### src/rtl/ks_pipe_adder.sv
// ks_pipe_adder: pipelined Kogge-Stone prefix adder/subtractor.
// One register rank for operand preparation, one per prefix level, one for the result.
// Latency is LEVELS+1 edges from acceptance to out_valid; one beat per cycle.
// A single global advance signal shifts or holds every rank together.
// Optional macro KS_PIPE_OVF_EN builds the signed-overflow path; otherwise ovf is tied to 0.
module ks_pipe_adder #(
  parameter int unsigned BW = 16
) (
  input  logic          clk,
  input  logic          rst,
  input  logic          in_valid,
  output logic          in_ready,
  input  logic [BW-1:0] A,
  input  logic [BW-1:0] B,
  input  logic          cin,
  input  logic          sub,
  output logic          out_valid,
  input  logic          out_ready,
  output logic [BW-1:0] sum,
  output logic          cout,
  output logic          ovf
);

  localparam int LEVELS = $clog2(BW);

  logic                      w_adv;
  logic [BW-1:0]             w_b;
  logic [BW-1:0]             w_p;
  logic [BW-1:0]             w_g;
  logic                      w_c0;
  logic [BW-1:0]             w_sum;
  logic                      w_cout;

  // Index 0 of w_gn/w_ppn is the stage-0 input; index k is the next value for level k.
  logic [LEVELS:0][BW-1:0]   w_gn;
  logic [LEVELS-1:0][BW-1:0] w_ppn;

  logic [LEVELS:0]           r_vld;
  logic [LEVELS:0][BW-1:0]   r_g;   // group generate after each level
  logic [LEVELS-1:0][BW-1:0] r_pp;  // group propagate; the last level never needs it
  logic [LEVELS:0][BW-1:0]   r_p;   // original bitwise propagate, needed for the sum
  logic [LEVELS:0]           r_c0;
  logic                      r_out_valid;
  logic [BW-1:0]             r_sum;
  logic                      r_cout;

  assign w_adv    = !r_out_valid | out_ready;
  assign in_ready = w_adv;

  // Subtraction is A + ~B + 1; cin only matters for addition.
  assign w_b  = sub ? ~B : B;
  assign w_c0 = sub | cin;
  assign w_p  = A ^ w_b;
  assign w_g  = A & w_b;

  // Folding c0 into bit 0 makes every Gpre[i] the true carry out of bit i.
  assign w_gn[0]  = {w_g[BW-1:1], w_g[0] | (w_p[0] & w_c0)};
  assign w_ppn[0] = w_p;

  // Shifting in zeros leaves bits below the span unchanged, i.e. they pass through.
  for (genvar k = 1; k <= LEVELS; k++) begin : g_lvl
    localparam int Span = 1 << (k - 1);
    assign w_gn[k] = r_g[k-1] | (r_pp[k-1] & (r_g[k-1] << Span));
    if (k < LEVELS) begin : g_pp
      assign w_ppn[k] = r_pp[k-1] & ((r_pp[k-1] << Span) | ~({BW{1'b1}} << Span));
    end
  end

  assign w_sum  = r_p[LEVELS] ^ {r_g[LEVELS][BW-2:0], r_c0[LEVELS]};
  assign w_cout = r_g[LEVELS][BW-1];

  // Main pipeline: clear on reset, otherwise shift every rank when advancing.
  always_ff @(posedge clk) begin
    if (rst) begin
      r_vld       <= '0;
      r_g         <= '0;
      r_pp        <= '0;
      r_p         <= '0;
      r_c0        <= '0;
      r_out_valid <= 1'b0;
      r_sum       <= '0;
      r_cout      <= 1'b0;
    end else if (w_adv) begin
      r_vld       <= {r_vld[LEVELS-1:0], in_valid};
      r_g         <= w_gn;
      r_pp        <= w_ppn;
      r_p         <= {r_p[LEVELS-1:0], w_p};
      r_c0        <= {r_c0[LEVELS-1:0], w_c0};
      r_out_valid <= r_vld[LEVELS];
      r_sum       <= w_sum;
      r_cout      <= w_cout;
    end
  end

  assign out_valid = r_out_valid;
  assign sum       = r_sum;
  assign cout      = r_cout;

`ifdef KS_PIPE_OVF_EN
  logic [LEVELS:0] r_sa;
  logic [LEVELS:0] r_sb;
  logic            r_ovf;

  // Operand sign bits ride alongside the prefix ranks to the result rank.
  always_ff @(posedge clk) begin
    if (rst) begin
      r_sa  <= '0;
      r_sb  <= '0;
      r_ovf <= 1'b0;
    end else if (w_adv) begin
      r_sa  <= {r_sa[LEVELS-1:0], A[BW-1]};
      r_sb  <= {r_sb[LEVELS-1:0], w_b[BW-1]};
      r_ovf <= (r_sa[LEVELS] == r_sb[LEVELS]) & (w_sum[BW-1] != r_sa[LEVELS]);
    end
  end

  assign ovf = r_ovf;
`else
  assign ovf = 1'b0;
`endif

endmodule

### config.mk
export PLATFORM = sky130hd
export DESIGN_NAME = ks_pipe_adder
export DESIGN_NICKNAME = d
export VERILOG_FILES = /design/src/rtl/ks_pipe_adder.sv
export SDC_FILE = /design/constraint.sdc
export NUM_CORES = 1
export LEC_CHECK = 0
export ABC_AREA = 1
export BUFFER_PORTS_ARGS = -buffer_cell sky130_fd_sc_hd__buf_2
export CAP_MARGIN = 25
export CORE_MARGIN = 2
export CORE_UTILIZATION = 50
export CTS_CLUSTER_DIAMETER = 50
export DETAILED_ROUTE_END_ITERATION = 7
export PLACE_DENSITY = 0.68
export SLEW_MARGIN = 20
export SYNTH_ARGS = -nofsm -noshare
export SYNTH_HDL_FRONTEND = slang
export SYNTH_SLANG_ARGS = --single-unit
### constraint.sdc
create_clock -name clk -period 2.2 [get_ports clk]
set_clock_uncertainty 0.1 [all_clocks]
set_input_delay 0.22 -clock clk [delete_from_list [all_inputs] [get_ports clk]]
set_output_delay 0.22 -clock clk [all_outputs]
set_load 0.02 [all_outputs]
==> qor.txt <==
Outcome -> complete, no violations
Worst setup path category -> register to output port
Worst Path Arrival -> 1.40 ns
Synth Area in Simple Gates -> 0.184
Rel. slew slack -> 0.455
Net Sw Frac -> 0.224
Synth-to-layout area growth -> 16.3%
N_diodes -> 0
Mux share of post-synthesis cell area -> 0
Critical path capture point type -> output port
Hold depth -> 4
Setup TNS -> 0 ns
Avg Inst Size Synth -> 7.81 µm²
Max-cap violation count -> 0
Post-DP HPWL -> 11.6 mm
Max Buffers Root-to-Sink -> 3
Die height -> 134 µm
Post-Synth XOR/XNOR Area -> 0.0329
RePlAce Congestion -> 0.795
H-tree levels -> 1
Largest family of logic cells by synthesized area -> simple AND/OR/NAND/NOR gates
R2r startpoint -> out_valid$_SDFFE_PP0P_
Vias in the first global route -> 6417
Core Area -> 16600 µm²
Max Freq -> 580 MHz
Fin crit share -> 0.783
First-pass GRT wire length -> 31.9 mm
Clock sink count -> 222
Antenna viol nets, final -> 0
Reg-to-reg endpoint -> r_g[16]$_SDFFE_PP0P_
Register area share after synthesis -> 0.522
Final hold viol count -> 0
WL/cell -> 14.0 µm
Leakage -> 3.88 nW
Minimum clock period -> 1.72 ns
Starting Density -> 0.513
Most common cell after layout, fill and taps aside -> dfxtp_1
Hold endpoint -> r_pp[0]$_SDFFE_PP0P_
Placed Cells -> 1301
CTS tree -> done
Yosys warnings -> 0
Overall Global Routing Usage -> 0.212
Clk slew on worst S/H paths -> 0.06 ns
Internal -> 7.02 mW
Max IR drop VDD -> 502 µV
Synth Register Bits -> 222
HP Start -> A[0]
WL final -> 19.1 mm
Commonest cells after routing, fill and taps aside -> dfxtp_1, nor2_1, nand2_1
Post-CTS Setup Bufs -> 0
Share of total power in combinational logic -> 0.059
Detailed-route via count -> 6999
Required time worst endpoint -> 1.88 ns
Nets -> 1179
Finished Layout Cells -> 1362
Adder-cell share of the synthesized area -> 0.0235
Net Count, Synth -> 1143
Reg2reg setup slack -> 0.48 ns
RSZ-0062 raised after global routing -> no
Die Footprint -> 18100 µm²
Total CTS buffers -> 25
Largest net degree at the start of global routing -> 115
First drt pass iteration count -> 5
Row count -> 47
Die width -> 134 µm
Worst setup SP type -> register
Clock root cell -> clkbuf_16
Initial DRC Count -> 636
Cells after Synth -> 1089
I/O pin cnt -> 58
Compound-gate portion of the synthesized area -> 0.176
Initial antenna violation count -> 0
Clk_lat worst skew -> 0.52 ns
Worst reg2reg path depth -> 5
Remaining DRCs -> 0
Synthesized area -> 8510 µm²
Final Setup Violations -> 0
Hold WC Path Type -> input pin to register
Sequential Power Share -> 0.476
Final core utilization -> 0.597
Slew Limit Fails -> 0
Avg Vias per Cell -> 5.14
Pwr dens -> 915 nW/µm²
Yosys cell types -> 20
Switch Pwr -> 2.03 mW
Share of cells above drive strength 1 -> 0.0972
Worst Tran Pin Value -> 0.817 ns
CP max FO -> 48
Total global routing overflow -> 0
Clock power frac -> 0.465
# port buffers -> 56
[metrics by stage]
| stage | cell area [µm²] | power [mW] | hold slack (ns) | setup slack (ns) |
|---|---|---|---|---|
| finish | 9890 | 9.05 | 0.0482 | 0.476 |
| global route | 9890 | 9.41 | 0.109 | 0.337 |
| CTS | 9890 | 9.11 | 0.0380 | 0.453 |
| detailed placement | 8870 | 4.90 | 0.354 | 0.513 |
| global placement | 8870 | 4.89 | 0.348 | 0.567 |
| floorplan | 8510 | 4.72 | 0.255 | 0.848 |
[power groups by stage]
stage          registers, mW  logic, mW  clock network (mW)
2_1_floorplan           4.35      0.369                   0
6_report                4.31      0.531                4.21
4_1_cts                 4.31      0.533                4.27
3_3_place_gp            4.40      0.495                   0
3_5_place_dp            4.40      0.502                   0
5_1_grt                 4.33      0.618                4.46
[Yosys cell counts]
master,n,area (µm²)
nor2_1,204,766
xor2_1,16,140
dfxtp_1,222,4440
xnor2_1,16,140
a21oi_1,151,756
nand2_1,189,709
inv_2,3,11.3
conb_1,1,3.75
buf_2,26,130
buf_1,6,22.5
clkbuf_1,20,75.1
inv_1,31,116
o21ai_1,41,205
nand2_4,1,11.3
buf_4,18,135
nand3_1,15,75.1
nand3b_1,1,7.51
o21ai_0,107,536
clkbuf_2,5,25.0
ha_1,16,200
[worst max path at each step]
stage | startpoint | end | slack (ns)
2_1_floorplan | sub | r_pp[8]$_SDFFE_PP0P_ | 0.85
3_3_place_gp | out_valid$_SDFFE_PP0P_ | r_pp[24]$_SDFFE_PP0P_ | 0.57
3_5_place_dp | out_valid$_SDFFE_PP0P_ | r_g[16]$_SDFFE_PP0P_ | 0.51
4_1_cts | out_valid$_SDFFE_PP0P_ | in_ready | 0.45
5_1_grt | out_valid$_SDFFE_PP0P_ | r_g[50]$_SDFFE_PP0P_ | 0.34
6_report | out_valid$_SDFFE_PP0P_ | in_ready | 0.48
[registers in the layout (all words and copies together), names as in the netlist]
| signal | flops |
|---|---|
| r_pp | 53 |
| r_c0 | 5 |
| out_valid | 1 |
| cout | 1 |
| r_p | 61 |
| r_vld | 5 |
| sum | 16 |
| r_g | 80 |
[what timing repair did]
item / 4_1_cts / 5_1_grt
endpoints found under the hold margin: 32 / 0
gates resized for setup: 0 / 0
hold buffers: 17 / 0
[cell type report]
cell class,count,area [µm²]
inverters,34,131
flip-flops and latches,222,4440
well taps,220,275
clock buffers,34,709
clock inverters,10,141
repair buffers,84,633
multi-input cells,758,3560
fillers,1536,6690
[per-layer routing]
layer / global-route usage / vias to the layer above / part of all wire
met5: 0 / - / 0
li1: - / 3614 / -
met2: 0.331 / 148 / 0.44
met1: 0.309 / 3211 / 0.50
met4: 0.0596 / 0 / 0.020
met3: 0.0278 / 26 / 0.041
[cell families after synthesis]
logic type                 Yosys count
DFF                                222
other                                1
xor gates and xnor gates            32
AOI/OAI and AO/OA                  299
adders and majority gates           16
buffers and inverters              109
and+or+nand+nor                    410
[critical path, stage by stage, from the launching register on]
cell,delay (ns)
dfxtp_1,0.44
nand2_8,0.21
buf_2,0.23
(Power assumes the default switching activity.)
